==> config.mk <==
export PLATFORM = sky130hd
export DESIGN_NAME = seg7_scan_ctrl
export DESIGN_NICKNAME = d
export VERILOG_FILES = /design/src/rtl/seg7_scan_ctrl.sv
export SDC_FILE = /design/constraint.sdc
export NUM_CORES = 1
export LEC_CHECK = 0
export CAP_MARGIN = 30
export CORE_MARGIN = 2
export CORE_UTILIZATION = 55
export CTS_BUF_LIST = sky130_fd_sc_hd__clkbuf_16
export DETAILED_ROUTE_END_ITERATION = 12
export DONT_BUFFER_PORTS = 1
export PLACE_DENSITY = 0.78
export SLEW_MARGIN = 30
export SYNTH_ARGS = -nofsm -noshare
export SYNTH_HDL_FRONTEND = slang
export SYNTH_SLANG_ARGS = --single-unit
==> constraint.sdc <==
create_clock -name clk -period 6.5 [get_ports clk]
set_input_delay 1.3 -clock clk [delete_from_list [all_inputs] [get_ports clk]]
set_output_delay 1.3 -clock clk [all_outputs]
set_load 0.01 [all_outputs]
==> src/rtl/seg7_scan_ctrl.sv <==
// ---------------------------------------------------------------------------
// seg7_scan_ctrl
//   Time-multiplexed scan controller for an NDIG-digit common-anode 7-segment
//   display. Each digit gets a slot of DIV clocks: BLANK clocks with every
//   anode off (anti-ghosting guard), then the rest of the slot driving that
//   digit. Nibbles decode to active-low hex segments, with optional
//   leading-zero blanking. New values are taken through a load strobe and
//   applied only at frame boundaries so a frame never shows a mix of values.
//
// Parameters
//   NDIG   number of digits (1..8)
//   DIV    clk cycles per digit slot (blank + drive), DIV > BLANK
//   BLANK  clk cycles of all-anodes-off at the start of each slot, >= 1
//
// Ports
//   clk        in   clock
//   rst        in   asynchronous reset, active-low
//   load       in   1-cycle strobe: capture din/dp_in
//   din        in   hex nibbles, [3:0] = digit 0 (least significant)
//   dp_in      in   decimal point per digit, 1 = lit
//   lzb_en     in   leading-zero blanking enable (sampled live)
//   an         out  digit enables, active-low
//   segd       out  segments {g,f,e,d,c,b,a}, active-low
//   dp         out  decimal point, active-low
//   frame_done out  1-cycle pulse when digit NDIG-1's slot ends
//   pending    out  a captured value waits for the next frame boundary
// ---------------------------------------------------------------------------
module seg7_scan_ctrl #(
    parameter int NDIG  = 4,
    parameter int DIV   = 50000,
    parameter int BLANK = 500
) (
    input  logic                clk,
    input  logic                rst,
    input  logic                load,
    input  logic [4*NDIG-1:0]   din,
    input  logic [NDIG-1:0]     dp_in,
    input  logic                lzb_en,
    output logic [NDIG-1:0]     an,
    output logic [6:0]          segd,
    output logic                dp,
    output logic                frame_done,
    output logic                pending
);

    localparam int CW = (DIV  > 1) ? $clog2(DIV)  : 1;
    localparam int IW = (NDIG > 1) ? $clog2(NDIG) : 1;

    typedef enum logic {
        ST_BLANK,
        ST_DRIVE
    } state_t;

    state_t              state;
    logic [CW-1:0]       cnt;
    logic [IW-1:0]       idx;
    logic [4*NDIG-1:0]   disp_nib;
    logic [NDIG-1:0]     disp_dp;
    logic [4*NDIG-1:0]   pend_nib;
    logic [NDIG-1:0]     pend_dp;

    logic                slot_end;
    logic                frame_end;
    logic [CW-1:0]       cnt_nxt;
    logic [NDIG-1:0]     zero_run;
    logic                acc;
    logic [3:0]          cur_nib;
    logic                cur_dp;
    logic                cur_zero_run;
    logic                lead_blank;
    logic [NDIG-1:0]     an_nxt;
    logic [6:0]          segd_nxt;
    logic                dp_nxt;

    // Active-low hex decode, {g,f,e,d,c,b,a}
    function automatic logic [6:0] hex7(input logic [3:0] n);
        case (n)
            4'h0:    hex7 = 7'h40;
            4'h1:    hex7 = 7'h79;
            4'h2:    hex7 = 7'h24;
            4'h3:    hex7 = 7'h30;
            4'h4:    hex7 = 7'h19;
            4'h5:    hex7 = 7'h12;
            4'h6:    hex7 = 7'h02;
            4'h7:    hex7 = 7'h78;
            4'h8:    hex7 = 7'h00;
            4'h9:    hex7 = 7'h10;
            4'hA:    hex7 = 7'h08;
            4'hB:    hex7 = 7'h03;
            4'hC:    hex7 = 7'h46;
            4'hD:    hex7 = 7'h21;
            4'hE:    hex7 = 7'h06;
            default: hex7 = 7'h0E;
        endcase
    endfunction

    assign slot_end  = (cnt == CW'(DIV - 1));
    assign frame_end = slot_end && (idx == IW'(NDIG - 1));
    assign cnt_nxt   = slot_end ? '0 : cnt + 1'b1;

    always_comb begin
        zero_run     = '0;
        acc          = 1'b1;
        cur_nib      = '0;
        cur_dp       = 1'b0;
        cur_zero_run = 1'b0;
        an_nxt       = '1;
        segd_nxt     = 7'h7F;
        dp_nxt       = 1'b1;

        // zero_run[i]: nibbles i..NDIG-1 of the display buffer are all zero,
        // built from the most significant digit downwards.
        for (int unsigned k = 0; k < NDIG; k++) begin
            acc = acc & (disp_nib[4*(NDIG-1-k) +: 4] == 4'h0);
            zero_run[NDIG-1-k] = acc;
        end

        for (int unsigned k = 0; k < NDIG; k++) begin
            if (idx == IW'(k)) begin
                cur_nib      = disp_nib[4*k +: 4];
                cur_dp       = disp_dp[k];
                cur_zero_run = zero_run[k];
            end
        end

        // Digit 0 always shows, so a value of zero still displays "0".
        lead_blank = lzb_en && (idx != '0) && cur_zero_run;

        if (state == ST_DRIVE) begin
            for (int unsigned k = 0; k < NDIG; k++) begin
                if (idx == IW'(k)) begin
                    an_nxt[k] = 1'b0;
                end
            end
            segd_nxt = lead_blank ? 7'h7F : hex7(cur_nib);
            dp_nxt   = ~cur_dp;
        end
    end

    always_ff @(posedge clk or negedge rst) begin
        if (!rst) begin
            state      <= ST_BLANK;
            cnt        <= '0;
            idx        <= '0;
            disp_nib   <= '0;
            disp_dp    <= '0;
            pend_nib   <= '0;
            pend_dp    <= '0;
            pending    <= 1'b0;
            an         <= '1;
            segd       <= 7'h7F;
            dp         <= 1'b1;
            frame_done <= 1'b0;
        end else begin
            cnt   <= cnt_nxt;
            state <= (cnt_nxt < CW'(BLANK)) ? ST_BLANK : ST_DRIVE;

            if (slot_end) begin
                idx <= (idx == IW'(NDIG - 1)) ? '0 : idx + 1'b1;
            end

            frame_done <= frame_end;

            // At the boundary a same-cycle load bypasses the pending buffer,
            // since it is newer than anything waiting there.
            if (frame_end) begin
                if (load) begin
                    disp_nib <= din;
                    disp_dp  <= dp_in;
                    pending  <= 1'b0;
                end else if (pending) begin
                    disp_nib <= pend_nib;
                    disp_dp  <= pend_dp;
                    pending  <= 1'b0;
                end
            end else if (load) begin
                pend_nib <= din;
                pend_dp  <= dp_in;
                pending  <= 1'b1;
            end

            an   <= an_nxt;
            segd <= segd_nxt;
            dp   <= dp_nxt;
        end
    end

endmodule

==> reports/metrics.cfg <==
[placement]
preCtsSetupSlack_ns = 3.60
gp_congestion = 0.822
dpl.hpwl_um = 4520
port_buffers = 0

[setup_path]
cp.required_ns = 6.75
cp_max_fo = 8
crit_type = flop to flop
critPathCaptureType = flop
startpoint_type = flop
crit_arrival_ns = 3.18
r2r_cells = 9

[cts]
cts_tree = built
htree_levels = 3
ctsResizeCount = 0
clk_latency_ns = 0.33
cts-buffers-inserted = 9
cts_sinks = 73
ctsRootBufferMaster = clkbuf_16
path_clk_slew_ns = 0.05
cts_hold_buf = 0
cts_setup_buffers = 0
clk_path_buf_depth = 2

[sta]
fin_setup_tns_ns = 0
rsz0062_at_grt = no
relSlewSlack = 0.405
finalSetupViolCount = 0
setup_slack_ns = 3.57
finClkSkew_ns = 0.00748
hold_viol_final = 0
clock.fmax_mhz = 342
worstMarginPinSlew_ns = 0.887
period_share = 0.450
final_max_slew_viol_count = 0
post-route-min-period_ns = 2.93

[synth]
synth-seq-cells = 73
ys_seq_area_frac = 0.503
synth_area_um2 = 3660
yosysUniqueCellTypes = 50
syn_nets = 360
syn_area_per_cell_um2 = 11.3
netlist_instances = 325
synth_flop_cell = dfrtp_1
synth-edff-count = 0
synthArstFlopShare = 1.00
yosys_warnings = 0

[cells_and_area]
drive_gt1_frac = 0.188
fill_cells = 489
post-route-util = 0.627
finalNetCount = 359
area_growth_pct = 9.33
antennaDiodeCount = 0

[grt]
antenna_found_initial = 0
grt_pass1_vias = 2467
track_usage = 0.197
grt_pass1_wl_um = 11400
gr-total-overflow = 0
grt_max_degree = 74

[die]
row_count = 29
die-area_um2 = 7330
coreArea_um2 = 6390
io_pins = 38
die_w_um = 85.6
die_h_um = 85.6
initial_core_util = 0.573

[routing]
vias = 2387
ant_nets = 0
finalWirelength_um = 6510
initialDrtViolationCount = 216
vias_per_cell = 5.88
drtPass1Iterations = 4
post_drt_wl_per_cell_um = 16.0
drc = 0

[power_and_ir_drop]
p_leak_nw = 1.76
vdd_drop_max_uv = 208
p_per_area_nw_per_um2 = 247

[worst_hold_path]
hold_path_depth = 1
hold_class = flop to flop

[outcome]
status = complete, no violations

[job]
maxCapViolations = 0

-- cell usage after synthesis (3+ instances only) --
cell type | count | area, µm²
a21oi_1 | 8 | 40.0
a221o_1 | 4 | 40.0
a22oi_1 | 5 | 37.5
and2_1 | 3 | 18.8
clkbuf_1 | 10 | 37.5
dfrtp_1 | 61 | 1530
dfstp_2 | 12 | 315
ha_1 | 11 | 138
inv_1 | 11 | 41.3
mux2_4 | 20 | 300
mux2i_1 | 21 | 210
nand2_1 | 36 | 135
nand3_1 | 12 | 60.1
nand4_1 | 3 | 18.8
nor2_1 | 20 | 75.1
nor2b_1 | 3 | 18.8
nor3_1 | 3 | 15.0
nor4_1 | 3 | 18.8
o21ai_0 | 25 | 125
o221ai_1 | 3 | 26.3
or3_1 | 3 | 18.8
xnor2_1 | 8 | 70.1
xor2_1 | 8 | 70.1
-- worst paths after layout --
path	startpoint	to	slack, ns
min in group asynchronous	rst	pend_nib[0]	0.66
max reg2reg	idx[1]	segd[3]	3.57
max in group asynchronous	rst	segd[1]	5.64
max	idx[1]	segd[3]	3.57
min	cnt[0]	cnt[0]	0.47
min reg2reg	cnt[0]	cnt[0]	0.47
-- critical path, cell delays in order (launching register included) --
cell	delay, ns
dfrtp_1	0.39
inv_1	0.10
ha_1	0.33
nor2b_1	0.17
a221o_1	0.35
a22oi_1	0.43
inv_1	0.17
ha_1	0.28
mux4_2	0.48
nand2b_1	0.15
-- where the power goes --
part	internal [mW]	switching, mW
sequential	0.468	0.00668
combinational	0.0262	0.0108
clock	0.296	0.184
-- metal layers --
| layer | share of wire | wire, µm | up-vias | track usage |
|---|---|---|---|---|
| li1 | - | - | 1156 | - |
| met2 | 0.51 | 3300 | 56 | 0.327 |
| met3 | 0.046 | 300 | 12 | 0.0577 |
| met5 | 0 | 0 | - | 0 |
| met4 | 0.017 | 108 | 0 | 0.0635 |
| met1 | 0.43 | 2810 | 1163 | 0.248 |
-- logic make-up (layout without fill, tap and decap cells) --
group / after synthesis / after routing / synth area share
AOI/OAI and AO/OA: 56 / 56 / 0.0987
xor gates and xnor gates: 16 / 16 / 0.0383
adders and majority gates: 11 / 11 / 0.0376
buffers and inverters: 25 / 29 / 0.0304
DFF: 73 / 73 / 0.503
muxes: 43 / 43 / 0.149
and+or+nand+nor: 101 / 101 / 0.143
-- area by class of cell --
cell class | instances | area [µm²] | share of cell area
multi-input combinational | 227 | 1710 | 0.427
clock buffer | 9 | 225 | 0.0563
tap | 77 | 96.3 | 0.0241
clock inverter | 7 | 71.3 | 0.0178
timing repair buffer | 2 | 18.8 | 0.00469
sequential | 73 | 1840 | 0.460
inverter | 11 | 41.3 | 0.0103
-- stage by stage --
step,area [µm²],hold slack (ns),total power [mW],std cells
2_1_floorplan,3660,0.447,0.516,325
3_3_place_gp,3700,0.459,0.518,389
3_5_place_dp,3710,0.469,0.519,390
4_1_cts,4000,0.477,1.00,406
5_1_grt,4000,0.500,1.03,406
6_report,4000,0.475,0.991,406
-- cell usage in the layout (no fill, tap or decap), types with 2 or more instances in the layout --
cell type and count:
a21oi_1 8, a221o_1 4, a22oi_1 5, a31o_2 2, and2_1 3, clkbuf_16 9
clkinv_4 2, clkinvlp_4 2, dfrtp_1 61, dfstp_2 12, ha_1 11, inv_1 11
mux2_4 20, mux2i_1 21, nand2_1 36, nand3_1 12, nand4_1 3, nor2_1 20
nor2b_1 3, nor3_1 3, nor4_1 3, nor4bb_1 2, o21ai_0 25, o221ai_1 3
o311ai_0 2, or3_1 3, xnor2_1 8, xor2_1 8
-- state kept, by name, indices dropped and copies added (netlist names) --
name / cells
state: 1
disp_dp: 4
idx: 2
pend_nib: 16
disp_nib: 16
cnt: 16
pending: 1
frame_done: 1
dp: 1
pend_dp: 4
an: 4
segd: 7
No activity file was read; power rests on OpenSTA's default activity.
